[src/rtl/mem_stage.sv]
// LC-3b memory stage: data-memory FSM with byte/word lane handling and LDI/STI pointer fetch.
// Define MEM_INDIRECT_EN to run LDI/STI as two back-to-back accesses inside this stage.

package lc3b_types;
  typedef logic [3:0] lc3b_opcode;
  typedef logic [2:0] lc3b_reg;

  localparam lc3b_opcode op_br   = 4'h0;
  localparam lc3b_opcode op_add  = 4'h1;
  localparam lc3b_opcode op_ldb  = 4'h2;
  localparam lc3b_opcode op_stb  = 4'h3;
  localparam lc3b_opcode op_jsr  = 4'h4;
  localparam lc3b_opcode op_and  = 4'h5;
  localparam lc3b_opcode op_ldr  = 4'h6;
  localparam lc3b_opcode op_str  = 4'h7;
  localparam lc3b_opcode op_rti  = 4'h8;
  localparam lc3b_opcode op_not  = 4'h9;
  localparam lc3b_opcode op_ldi  = 4'hA;
  localparam lc3b_opcode op_sti  = 4'hB;
  localparam lc3b_opcode op_jmp  = 4'hC;
  localparam lc3b_opcode op_shf  = 4'hD;
  localparam lc3b_opcode op_lea  = 4'hE;
  localparam lc3b_opcode op_trap = 4'hF;

  typedef struct packed {
    lc3b_opcode opcode;
    logic       mem_read;
    logic       mem_write;
    logic       load_regfile;
    logic       load_cc;
    logic       branch_stall;
  } lc3b_control_word;
endpackage

module mem_stage
  import lc3b_types::*;
(
  input  logic             clk,
  input  logic             reset,
  input  lc3b_control_word cw_in,
  input  logic             valid_in,
  input  logic [15:0]      address_in,
  input  logic [15:0]      result_in,
  input  logic [15:0]      store_data,
  input  lc3b_reg          dr_in,
  output logic [15:0]      dmem_address,
  output logic             dmem_read,
  output logic             dmem_write,
  output logic [1:0]       dmem_wmask,
  output logic [15:0]      dmem_wdata,
  input  logic [15:0]      dmem_rdata,
  input  logic             dmem_resp,
  output logic [15:0]      wb_data,
  output lc3b_reg          wb_dr,
  output logic             wb_load_regfile,
  output logic             wb_load_cc,
  output logic             mem_stall,
  output logic             mem_br_stall
);

`ifdef MEM_INDIRECT_EN
  localparam logic IND_EN = 1'b1;
`else
  localparam logic IND_EN = 1'b0;
`endif

  localparam logic [1:0] S_IDLE    = 2'd0;
  localparam logic [1:0] S_IND_PTR = 2'd1;
  localparam logic [1:0] S_ACCESS  = 2'd2;
  localparam logic [1:0] S_DONE    = 2'd3;

  logic [1:0]  state_q, state_d;
  logic [15:0] ptr_q, ptr_d, ldata_q, ldata_d;
  logic        rd_q, rd_d, wr_q, wr_d, byte_q, byte_d, ind_q, ind_d;
  logic        settle_q;

  logic        is_ind_op_s, is_byte_op_s, split_ind_s, req_s, read_op_s;
  logic [15:0] eff_addr_s;
  logic [7:0]  byte_s;

  function automatic logic [1:0] byte_mask(input logic odd);
    return odd ? 2'b10 : 2'b01;
  endfunction

  // Without in-stage indirection LDI/STI become a plain pointer read handed back to execute.
  assign is_ind_op_s  = (cw_in.opcode == op_ldi) || (cw_in.opcode == op_sti);
  assign is_byte_op_s = (cw_in.opcode == op_ldb) || (cw_in.opcode == op_stb);
  assign split_ind_s  = is_ind_op_s & ~IND_EN;
  assign req_s        = valid_in & (cw_in.mem_read | cw_in.mem_write) & ~settle_q;
  assign read_op_s    = cw_in.mem_read | split_ind_s;
  assign eff_addr_s   = ind_q ? ptr_q : address_in;
  assign byte_s       = eff_addr_s[0] ? dmem_rdata[15:8] : dmem_rdata[7:0];

  // Next-state, pointer and load-data capture.
  always_comb begin
    state_d = state_q;
    ptr_d   = ptr_q;
    ldata_d = ldata_q;
    rd_d    = rd_q;
    wr_d    = wr_q;
    byte_d  = byte_q;
    ind_d   = ind_q;
    case (state_q)
      S_IDLE: begin
        if (req_s) begin
          rd_d    = read_op_s;
          wr_d    = ~read_op_s;
          byte_d  = is_byte_op_s;
          ind_d   = is_ind_op_s & IND_EN;
          state_d = (is_ind_op_s & IND_EN) ? S_IND_PTR : S_ACCESS;
        end else begin
          state_d = S_IDLE;
        end
      end
      S_IND_PTR: begin
        if (dmem_resp) begin
          ptr_d   = dmem_rdata;
          state_d = S_ACCESS;
        end else begin
          state_d = S_IND_PTR;
        end
      end
      S_ACCESS: begin
        if (dmem_resp) begin
          if (rd_q) begin
            ldata_d = byte_q ? {8'h00, byte_s} : dmem_rdata;
          end else begin
            ldata_d = ldata_q;
          end
          state_d = S_DONE;
        end else begin
          state_d = S_ACCESS;
        end
      end
      S_DONE:  state_d = S_IDLE;
      default: state_d = S_IDLE;
    endcase
  end

  // Memory port drive; everything parks at zero outside the access states.
  always_comb begin
    dmem_address = 16'h0000;
    dmem_read    = 1'b0;
    dmem_write   = 1'b0;
    dmem_wmask   = 2'b00;
    dmem_wdata   = 16'h0000;
    case (state_q)
      S_IND_PTR: begin
        dmem_address = {address_in[15:1], 1'b0};
        dmem_read    = 1'b1;
      end
      S_ACCESS: begin
        dmem_address = {eff_addr_s[15:1], 1'b0};
        dmem_read    = rd_q;
        dmem_write   = wr_q & ~rd_q;
        dmem_wmask   = byte_q ? byte_mask(eff_addr_s[0]) : 2'b11;
        dmem_wdata   = byte_q ? {store_data[7:0], store_data[7:0]} : store_data;
      end
      default: begin
        dmem_address = 16'h0000;
      end
    endcase
  end

  assign mem_stall       = (state_q == S_IND_PTR) | (state_q == S_ACCESS) |
                           ((state_q == S_IDLE) & req_s);
  assign wb_data         = read_op_s ? ldata_q : result_in;
  assign wb_dr           = dr_in;
  assign wb_load_regfile = valid_in & cw_in.load_regfile & ~mem_stall & ~settle_q & ~split_ind_s;
  assign wb_load_cc      = valid_in & cw_in.load_cc & ~mem_stall & ~settle_q & ~split_ind_s;
  assign mem_br_stall    = valid_in & cw_in.branch_stall;

  // State registers; settle_q keeps the cycle after reset fully quiet.
  always_ff @(posedge clk) begin
    if (reset) begin
      state_q  <= S_IDLE;
      ptr_q    <= 16'h0000;
      ldata_q  <= 16'h0000;
      rd_q     <= 1'b0;
      wr_q     <= 1'b0;
      byte_q   <= 1'b0;
      ind_q    <= 1'b0;
      settle_q <= 1'b1;
    end else begin
      state_q  <= state_d;
      ptr_q    <= ptr_d;
      ldata_q  <= ldata_d;
      rd_q     <= rd_d;
      wr_q     <= wr_d;
      byte_q   <= byte_d;
      ind_q    <= ind_d;
      settle_q <= 1'b0;
    end
  end

endmodule

[config.mk]
export PLATFORM = sky130hd
export DESIGN_NAME = mem_stage
export DESIGN_NICKNAME = d
export VERILOG_FILES = /design/src/rtl/mem_stage.sv
export SDC_FILE = /design/constraint.sdc
export NUM_CORES = 1
export LEC_CHECK = 0
export ABC_CLOCK_PERIOD_IN_PS = 1600
export CAP_MARGIN = 20
export CORE_UTILIZATION = 28
export CTS_BUF_LIST = sky130_fd_sc_hd__clkbuf_2 sky130_fd_sc_hd__clkbuf_4 sky130_fd_sc_hd__clkbuf_8
export CTS_CLUSTER_SIZE = 40
export DETAILED_ROUTE_END_ITERATION = 10
export DONT_BUFFER_PORTS = 1
export GPL_ROUTABILITY_DRIVEN = 0
export PLACE_DENSITY = 0.4
export SLEW_MARGIN = 15
export SYNTH_ARGS = -nofsm -noshare
export SYNTH_HDL_FRONTEND = slang
export SYNTH_SLANG_ARGS = --single-unit
[constraint.sdc]
create_clock -name clk -period 1.6 [get_ports clk]
set_input_delay 0.32 -clock clk [delete_from_list [all_inputs] [get_ports clk]]
set_output_delay 0.32 -clock clk [all_outputs]
set_load 0.01 [all_outputs]
* Word level (Yosys, flattened, before mapping)
Cells that the tools add are included.
** Storage, ports and cells
- Flip-flop bits (word level) :: 22
- Bits of input ports :: 80
- Output and inout bits :: 59
** Operators by class
- Multiplexer cells :: 16
- Equality and inequality tests :: 7
- Bitwise logic cells :: 22
- Reductions and logical operators :: 6
** Operators with widths (number)
- 2-to-1 mux 16 bit :: 5
- bitwise AND 1 bit :: 13
- 2-to-1 mux 2 bit :: 5
- equality test 4 x 2 -> 1 bit, second input constant :: 2
- equality test 4 bit, second input constant :: 2
- 2-to-1 mux 8 bit :: 1
- one-hot mux 2 bit (4 select lines) :: 1
- NOT 1 bit :: 5
- equality test 2 bit, second input constant :: 2
- bitwise OR 1 bit :: 4
- 2-to-1 mux 1 bit :: 3
- AND reduction 3 bit :: 1
- equality test 2 x 1 -> 1 bit, second input constant :: 1
- zero test 2 bit :: 1
- logical OR 1 bit :: 2
- one-hot mux 1 bit (2 select lines) :: 1
- AND reduction 2 bit :: 1
- OR reduction 2 bit :: 1

* Logic depth before layout (Yosys ltp)
- Depth after elaboration :: 9
- Mapped depth :: 7

* Worst setup path before layout
Ideal clock, no wire load.
- Path kind :: flip-flop to output port
- Start :: reg state_q[0]
- End :: out wb_load_cc
- Data required time :: 1.280 ns
- Cell stages (with the launch flop) :: 5
- Path slack :: 0.111 ns
- Data arrival time :: 1.169 ns
- Buffers on the path :: 0
- Path through :: dfxtp_1 inv_1 ha_1 a31oi_1 and4_1
** Between the ends
- Word-level cells in the longest chain between the ends :: 7
** Ends and longest elaborated chain
- start: declaration :: RTL line 72 : logic [1:0] state_q, state_d;
- start signal: assignment :: RTL line 185 : state_q <= state_d;
- equality test 2 x 1 -> 1 bit, or another cell as far along :: RTL line 165 : assign mem_stall = (state_q == S_IND_PTR) | (state_q == S_ACCESS) |
- bitwise OR 1 bit / bitwise AND 1 bit (equally long branches) :: RTL line 165, 166
- bitwise OR 1 bit (*) :: RTL line 165
- NOT 1 bit (*) :: RTL line 170 : assign wb_load_cc = valid_in & cw_in.load_cc & ~mem_stall & ~settle_q & ~split_ind_s;
- bitwise AND 1 bit (*) (3 in a row) :: RTL line 170
- end: declaration :: RTL line 56 : output logic wb_load_cc,
Every way passes the cells marked *; elsewhere a longest branch is shown, timed or not.

* Final worst setup path
- Start :: reg state_q[1]
- End :: out wb_load_cc
The elaborated chain is that of the path after synthesis.

==> metrics <==
status=finished with violations; failing checks=negative setup slack; Setup Skew=between 0.003 and 0.004 ns; Avg Synthesized Cell Area=~8.6 um^2; Area after DPL=about 1700 um^2; Antenna Cells=0; crit path kind=flop to primary output; PD cells=approximately 710 nW/um^2; Seq/Total Area, Yosys=26.9%; number of flops mapped to enable cells by yosys=0; Min Hold Slack=0.0823 ns; clk buf depth=2; Sw Pwr=roughly 0.00033 W; fill count=a little under 600; M2 GR Usage=about a quarter; Layout area overhead=18.9%; hold buffers post-CTS=0; PnR worst setup slack=-0.0504 ns; first-pass detailed-route iteration total=4; met3 Use GR=under 10%; hold path cells=0; Initial Util=between 20% and 30%; Nets=about 270; Cells after Synth=190; Detailed Route Iter0 Violations=32; total routed wirelength=4430 um; GRT Total Usage=between 10% and 20%; Die Y=between 70 and 80 um; post-synth cell types=34; die area=roughly 6200 um^2; Crit path depth=4; Core ar.=5570 um^2; Sink Count=22; Mapped Area=~1600 um^2; wire length per cell=17.1 um; Required @ worst endpoint=1.28 ns; first-pass GRT wire length=6510 um; RSZ-0062 raised after global routing=true; Reg2Reg Depth=6; Setup crit end kind=primary output; H-tree Lvls=1; CP startpoint=state_q[1]$_SDFF_PP0_; final worst path period share=103%; final core occ=34.9%; CP bufs+invs=1; clock transition at the registers of the reported paths=around 0.080 ns; via count=between 1000 and 1500; initial antenna violation count=0; RR Startpoint=state_q[0]$_SDFF_PP0_; crit path max fanout=3; root buf cell=clkbuf_8; Worst setup SP type=flop; Final ANT Viol Nets=0; fmax=~0.6 GHz; Reg power frac=~41%; commonest non-fill, non-tap cell in the layout=dfxtp_1; Row Count=27; syn_nets=274; Hold Vio Cnt, Final=0; port bufs=0; reg-to-reg endpoint=ldata_q[12]$_SDFFE_PP0P_; yosys warns=0; CTS tree=built; die width=a little under 80 um; gr busiest metal=met2; Sw Ratio=between 20 and 25%; commonest non-fill, non-tap cells in the layout=dfxtp_1 (20), nand2_1 (19), nand3_1 (17); I/O pin cnt=approximately 140; vias in the first global route=between 1000 and 1500; largest net degree at the start of global routing=25; drc violations=0; Max stage delay on crit path=~0.34 ns; # Max-Cap Violations=0; vias per cell=~5.2; final-report setup violation count=3; share of cells above drive strength 1=between 30 and 40%; CP arrival=between 1 and 1.5 ns; GRT met1 Usage=between 10% and 20%; Crit path max-delay family=flip-flops; CP Cell Sequence=inv_2 -> ha_4 -> a31oi_4 -> and4_4; Int Pwr=about 0.0010 W; Comb power frac=21.4%; maximum vdd drop=~430 uV; clk_lat worst skew=roughly 0.26 ns; Worst setup endpoint=wb_load_cc; main flop type after synthesis=dfxtp_1; Leakage Power=0.718 nW; Tmin final=about 1.7 ns; synthesized flop and latch total=22; hold crit path type=input pin to flop; max-slew violation count=0; CP max-delay cell=dfxtp_2; grt total ovfl=0; clock power share=a little under two fifths; dpl hpwl=between 3000 and 4000 um; CTS Buf Count=3; Reg2Reg Setup Slack=about 0.20 ns; design area=between 1500 and 2000 um^2; asr flop ratio synth=0%
final cells by class:
type	instances	area, um^2	share of cell area [%]
multi-input cells	147	1210	62.1
flip-flops and latches	22	443	22.8
repair buffers	11	119	6.11
well taps	72	90.1	4.63
clock buffers	3	41.3	2.12
clock inverters	1	30.0	1.54
inverters	4	15.0	0.771
worst register-to-register path, delay by kind of cell, from the launching register on:
| kind | cells | cell delay [ns] |
|---|---|---|
| adders and majority gates | 1 | 0.21 |
| buffers and inverters | 2 | 0.26 |
| DFF | 1 | 0.33 |
| and+or+nand+nor | 2 | 0.43 |
| AOI/OAI and AO/OA | 1 | 0.07 |
stage by stage:
| stage | worst slack (ns) | TNS [ns] | cells | total power [W] |
|---|---|---|---|---|
| finish | -0.0504 | -0.110 | 260 | 0.00138 |
| global route | -0.106 | -1.52 | 260 | 0.00145 |
| CTS | -0.0456 | -0.0886 | 260 | 0.00139 |
| detailed placement | 0.0775 | 0 | 254 | 0.000810 |
| global placement | 0.105 | 0 | 254 | 0.000808 |
| floorplan | 0.111 | 0 | 190 | 0.000796 |
state kept, by name, summed over array words and instances (netlist names):
register / flops
settle_q: 1
rd_q: 1
wr_q: 1
ldata_q: 16
state_q: 2
byte_q: 1
cells in the mapped netlist (3+ instances only):
master    instances  area [um^2]
a211oi_1          3         22.5
a21oi_1           9         45.0
a311oi_1          7         61.3
and2_1           25          156
buf_4             7         52.6
buf_6             3         33.8
clkbuf_1          6         22.5
dfxtp_1          22          440
ha_1              4         50.1
inv_1             3         11.3
mux2_2            7         78.8
mux2_4            9          135
mux2i_1          10          100
nand2_1          19         71.3
nand3_1          17         85.1
nor2_1            9         33.8
nor2b_1          10         62.6
cell families after synthesis:
family | synth area share, %
AND/OR/NAND/NOR | 31.4
adder cells (fa/ha/maj) | 3.06
buffers and inverters | 8.78
other | 0.229
flip-flops | 26.9
multiplexers | 19.2
AO/OA/AOI/OAI | 10.5
power groups by stage:
stage	Combinational, W	Clock (W)	Sequential (W)
2_1_floorplan	0.000222	0	0.000574
3_3_place_gp	0.000232	0	0.000576
3_5_place_dp	0.000233	0	0.000577
4_1_cts	0.000281	0.000539	0.000566
5_1_grt	0.000314	0.000573	0.000567
6_report	0.000294	0.000517	0.000565
metal layers:
layer  vias up  wire length, um
met3         2              435
met5         -                0
met4         0               34
met2        85             2340
li1        647                -
met1       629             1630
how the worst min path moves through the flow:
stage,slack (ns),from,to
3_3_place_gp,0.35,reset,settle_q$_DFF_P_
5_1_grt,0.06,reset,settle_q$_DFF_P_
4_1_cts,0.07,reset,settle_q$_DFF_P_
6_report,0.08,reset,settle_q$_DFF_P_
3_5_place_dp,0.35,reset,settle_q$_DFF_P_
2_1_floorplan,0.35,reset,settle_q$_DFF_P_
timing repair:
item / in CTS / in global routing
pin swaps: 4 / 0
setup endpoints to repair: 27 / 38
buffers inserted: 2 / 0
resized for setup: 37 / 12
No activity file was read; power rests on OpenSTA's default activity.
